===== src/rtl/room_cmd_scheduler.sv =====
// Round-robin scheduler sharing the draw datapath and audio player among the room command sources.
// Define SCHED_AUDIO_EN to add the audio phase after each draw; otherwise a command ends at draw_done.
module room_cmd_scheduler #(
  parameter int unsigned NUM_ROOMS = 5
) (
  input  logic                 i_clock,
  input  logic                 i_reset,
  input  logic                 i_clear,
  input  logic [NUM_ROOMS-1:0] i_req,
  input  logic [NUM_ROOMS-1:0] i_req_funct,
  input  logic [NUM_ROOMS-1:0] i_req_on,
  input  logic                 i_draw_done,
  input  logic                 i_aud_done,
  output logic [2:0]           o_grant_room,
  output logic                 o_grant_funct,
  output logic                 o_grant_on,
  output logic                 o_draw_start,
  output logic                 o_aud_start,
  output logic [NUM_ROOMS-1:0] o_pending,
  output logic                 o_busy
);

  typedef enum logic [2:0] {
    StIdle,
    StArb,
    StDraw,
    StWaitDraw,
    StAud,
    StWaitAud
  } state_e;

  state_e               r_state;
  state_e               w_state_next;
  logic [NUM_ROOMS-1:0] r_pending;
  logic [NUM_ROOMS-1:0] r_funct;
  logic [NUM_ROOMS-1:0] r_on;
  logic [NUM_ROOMS-1:0] w_grant_clr;
  logic [2:0]           r_last_grant;
  logic [2:0]           r_grant_room;
  logic                 r_grant_funct;
  logic                 r_grant_on;
  logic [2:0]           w_pick;
  logic [3:0]           w_idx;
  logic                 w_found;
  logic                 w_arb_hit;

  // Search starts one past the last grant and wraps, so every room gets a turn.
  always_comb begin
    w_found = 1'b0;
    w_pick  = '0;
    w_idx   = '0;
    for (int k = 1; k <= int'(NUM_ROOMS); k++) begin
      w_idx = {1'b0, r_last_grant} + 4'(k);
      if (w_idx >= 4'(NUM_ROOMS)) begin
        w_idx = w_idx - 4'(NUM_ROOMS);
      end
      if (!w_found && r_pending[w_idx[2:0]]) begin
        w_found = 1'b1;
        w_pick  = w_idx[2:0];
      end
    end
  end

  assign w_arb_hit = (r_state == StArb) && w_found;

  always_comb begin
    w_grant_clr = '0;
    for (int i = 0; i < int'(NUM_ROOMS); i++) begin
      w_grant_clr[i] = w_arb_hit && (w_pick == 3'(i));
    end
  end

  // A fresh request outranks both the grant-clear and the flush.
  always_ff @(posedge i_clock) begin
    if (i_reset) begin
      r_pending <= '0;
      r_funct   <= '0;
      r_on      <= '0;
    end else begin
      for (int i = 0; i < int'(NUM_ROOMS); i++) begin
        if (i_req[i]) begin
          r_pending[i] <= 1'b1;
          r_funct[i]   <= i_req_funct[i];
          r_on[i]      <= i_req_on[i];
        end else if (w_grant_clr[i] || i_clear) begin
          r_pending[i] <= 1'b0;
        end
      end
    end
  end

  always_ff @(posedge i_clock) begin
    if (i_reset) begin
      r_last_grant  <= 3'(NUM_ROOMS - 1);
      r_grant_room  <= '0;
      r_grant_funct <= 1'b0;
      r_grant_on    <= 1'b0;
    end else if (w_arb_hit) begin
      r_last_grant  <= w_pick;
      r_grant_room  <= w_pick;
      r_grant_funct <= r_funct[w_pick];
      r_grant_on    <= r_on[w_pick];
    end
  end

  always_ff @(posedge i_clock) begin
    if (i_reset) begin
      r_state <= StIdle;
    end else begin
      r_state <= w_state_next;
    end
  end

  always_comb begin
    w_state_next = r_state;
    case (r_state)
      StIdle:     if (|r_pending) w_state_next = StArb;
      StArb:      w_state_next = w_found ? StDraw : StIdle;
      StDraw:     w_state_next = StWaitDraw;
`ifdef SCHED_AUDIO_EN
      StWaitDraw: if (i_draw_done) w_state_next = StAud;
      StAud:      w_state_next = StWaitAud;
      StWaitAud:  if (i_aud_done) w_state_next = StIdle;
`else
      StWaitDraw: if (i_draw_done) w_state_next = StIdle;
`endif
      default:    w_state_next = StIdle;
    endcase
  end

  assign o_grant_room  = r_grant_room;
  assign o_grant_funct = r_grant_funct;
  assign o_grant_on    = r_grant_on;
  assign o_pending     = r_pending;
  assign o_draw_start  = (r_state == StDraw);
  assign o_busy        = (r_state != StIdle);

`ifdef SCHED_AUDIO_EN
  assign o_aud_start = (r_state == StAud);
`else
  logic w_unused_aud_done;
  assign w_unused_aud_done = i_aud_done;
  assign o_aud_start       = 1'b0;
`endif

endmodule


===== config.mk =====
export PLATFORM = sky130hd
export DESIGN_NAME = room_cmd_scheduler
export DESIGN_NICKNAME = d
export VERILOG_FILES = /design/src/rtl/room_cmd_scheduler.sv
export SDC_FILE = /design/constraint.sdc
export NUM_CORES = 1
export LEC_CHECK = 0
export ABC_AREA = 1
export CORE_MARGIN = 5
export CORE_UTILIZATION = 45
export DETAILED_ROUTE_END_ITERATION = 8
export PLACE_DENSITY = 0.68
export SYNTH_ARGS = -nofsm -noshare
export SYNTH_HDL_FRONTEND = slang
export SYNTH_SLANG_ARGS = --single-unit

===== constraint.sdc =====
create_clock -name i_clock -period 8.05 [get_ports i_clock]
set_input_delay 0.805 -clock i_clock [delete_from_list [all_inputs] [get_ports i_clock]]
set_output_delay 0.805 -clock i_clock [all_outputs]
set_load 0.1 [all_outputs]

==> flow_metrics.tcl <==
set metrics [dict create \
    die_x_um 80.4 \
    core_um2 4750 \
    finalWorstSetupSlack_ns 4.52 \
    async_flop_share 0 \
    num_io_pins 33 \
    synth_edf_count 0 \
    ant_nets 0 \
    place_ws_ns 4.55 \
    fillers 501 \
    finalSetupTns_ns 0 \
    gr-total-overflow 0 \
    clock_path_buffers 2 \
    clk_pin_slew_ns 0.08 \
    yosysSeqAreaShare 0.207 \
    finalCriticalPeriod_ns 3.53 \
    fin_crit_sh 0.438 \
    synthToLayoutAreaGrowth_pct 16.3 \
    netlist_instances 333 \
    dieArea_um2 6460 \
    dp_hpwl_um 4240 \
    busiest_layer "met2" \
    ff2ff_setup_slack_ns 4.52 \
    crit_type "reg2reg" \
    syn_nets 364 \
    arrival_ns 3.73 \
    rsz0062_at_grt "no" \
    met1_usage 0.208 \
    start_util 0.469 \
    cts_made_buffers 3 \
    avgSynthCellArea_um2 6.70 \
    fmax_mhz 283 \
    diodes 0 \
    synth_flop_cell "dfxtp_1" \
    grt_util_all_layers 0.175 \
    clockRootBuffer "clkbuf_8" \
    hold_violations 0 \
    r2r_cells 19 \
    hold_class "reg2reg" \
    critPathRequiredTime_ns 8.25 \
    nets 390 \
    htree_num_levels 1 \
    cts_sinks 23 \
    clock-skew-final_ns 0.00818 \
    antenna_found_initial 0 \
    cts_setup_buffers 0 \
    synthDistinctLibCells 37 \
    cts_hold_buffers 0 \
    max-slew-margin-rel 0.347 \
    grt_use_met3 0.0191 \
    maxCapViolCount 0 \
    port_buffers 30 \
    place_congestion 0.918 \
    vias_per_cell 5.09 \
    slew_viol_final 0 \
    cp_max_fo 22 \
    crit_path_start_kind "flop" \
    cp-end-kind "flop" \
    placement_rows 25 \
    drt_iter0_markers 113 \
    drcViolationCount 0 \
    worst_slew_pin_slew_ns 0.976 \
    wl_per_cell_um 12.4 \
    grt_max_degree 23 \
    postRouteWirelength_um 5250 \
    drt_pass1_iterations 4 \
    setup_viol 0 \
    outcome "complete, no violations" \
    drive_above_1_share 0.204 \
    worstSkewPairLatency_ns 0.27 \
    synth-seq-cells 23 \
    grt_pass1_wl_um 8950 \
    grt.met2_usage 0.329 \
    syn-cell-area_um2 2230 \
    cts_tree "built" \
    grt_pass1_vias 2018 \
    die_h_um 80.4 \
    post_cts_resized 0 \
    ys_warn_count 0 \
    vias 2164 \
    hold_depth 2 \
]
-- cells in the final DEF (no fill, tap or decap), types with 8 or more instances in the layout --
master and instances:
inv_1 32, nand2_2 22, a21oi_1 13, nand3_1 44, nand3_2 8, nor2_1 27, ha_1 10, dfxtp_1 23
inv_2 10, o21ai_0 15, nand2_1 72, clkdlybuf4s50_1 30
-- synthesized netlist by cell type, types with 2 or more instances --
cell | count | area share
nand3_4 | 3 | 0.024
inv_2 | 10 | 0.017
clkbuf_1 | 2 | 0.0034
inv_1 | 32 | 0.054
a21oi_1 | 13 | 0.029
a21oi_2 | 2 | 0.0079
dfxtp_1 | 23 | 0.21
nand2_2 | 22 | 0.062
buf_6 | 2 | 0.010
nand3_1 | 44 | 0.099
o21ai_1 | 4 | 0.0090
nand3_2 | 8 | 0.036
nand2_4 | 7 | 0.035
o21ai_2 | 4 | 0.016
nor2_1 | 27 | 0.045
o21ai_0 | 15 | 0.034
o21ai_4 | 2 | 0.015
o211ai_1 | 2 | 0.0067
nor3_1 | 2 | 0.0045
nand4_1 | 6 | 0.017
ha_1 | 10 | 0.056
buf_4 | 5 | 0.017
nand2_1 | 72 | 0.12
nor2_2 | 3 | 0.0084
-- worst max-delay path, cell delays in order, from the launching register on --
cell,delay [ns]
dfxtp_1,0.95
inv_6,0.14
ha_1,0.26
ha_1,0.46
nand2_2,0.12
nand2_2,0.13
o21ai_1,0.11
nand3_1,0.11
nand2_1,0.07
nand2_1,0.10
nand2_4,0.08
nand3_1,0.10
nand2_2,0.07
nor2_1,0.27
nand3_1,0.12
nand2_1,0.08
nand2_1,0.05
nand2_1,0.05
nand2_1,0.06
a21oi_2,0.13
-- metrics by stage --
| stage | util | hold slack (ns) | cell area (um^2) | cells |
|---|---|---|---|---|
| after global routing | 0.545 | 0.542 | 2590 | 425 |
| after CTS | 0.545 | 0.508 | 2590 | 425 |
| after global placement | 0.536 | 0.478 | 2550 | 421 |
| after floorplan | - | 0.463 | 2230 | 333 |
| final | 0.545 | 0.505 | 2590 | 425 |
| after detailed placement | 0.536 | 0.487 | 2550 | 421 |
-- final timing paths --
path	start	to
hold / removal	r_state[1]$_SDFFE_PP0P_	r_state[1]$_SDFFE_PP0P_
hold reg to reg	r_state[1]$_SDFFE_PP0P_	r_state[1]$_SDFFE_PP0P_
setup reg to reg	r_last_grant[0]$_SDFFE_PP0P_	o_grant_funct$_SDFFE_PP0P_
setup / recovery	r_last_grant[0]$_SDFFE_PP0P_	o_grant_funct$_SDFFE_PP0P_
-- cell type report --
type / count / area [um^2] / share of cell area
Sequential cell: 23 / 460 / 0.178
Multi-Input combinational cell: 257 / 1530 / 0.590
Inverter: 44 / 173 / 0.0666
Tap cell: 67 / 83.8 / 0.0323
Clock buffer: 3 / 41.3 / 0.0159
Clock inverter: 1 / 5.00 / 0.00193
Timing Repair Buffer: 30 / 300 / 0.116
-- state kept, by name (all words and copies together), names as in the netlist --
| signal | cells |
|---|---|
| r_state | 2 |
| o_grant_funct | 1 |
| r_on | 5 |
| o_grant_on | 1 |
| o_pending | 5 |
| r_funct | 5 |
| r_last_grant | 3 |
| o_grant_room | 1 |
-- cell families (layout without fill, tap and decap cells) --
kind of cell / count (synthesis) / count (layout) / synth area share
AND/OR/NAND/NOR: 201 / 201 / 0.491
buffers and inverters: 53 / 78 / 0.108
AO/OA/AOI/OAI: 43 / 43 / 0.124
flip-flops: 23 / 23 / 0.207
adder cells (fa/ha/maj): 11 / 11 / 0.0651
other: 1 / 1 / 0.00168
XOR/XNOR: 1 / 1 / 0.00393
-- layer usage --
metal / share of wire / routed length [um]
met2: 0.51 / 2670
met5: 0 / 0
met1: 0.43 / 2270
met4: 0.014 / 71
met3: 0.045 / 238
Power is left out: the tool's default activity adds up to more than one toggle a clock period on the data nets, which glitch-free logic cannot reach.
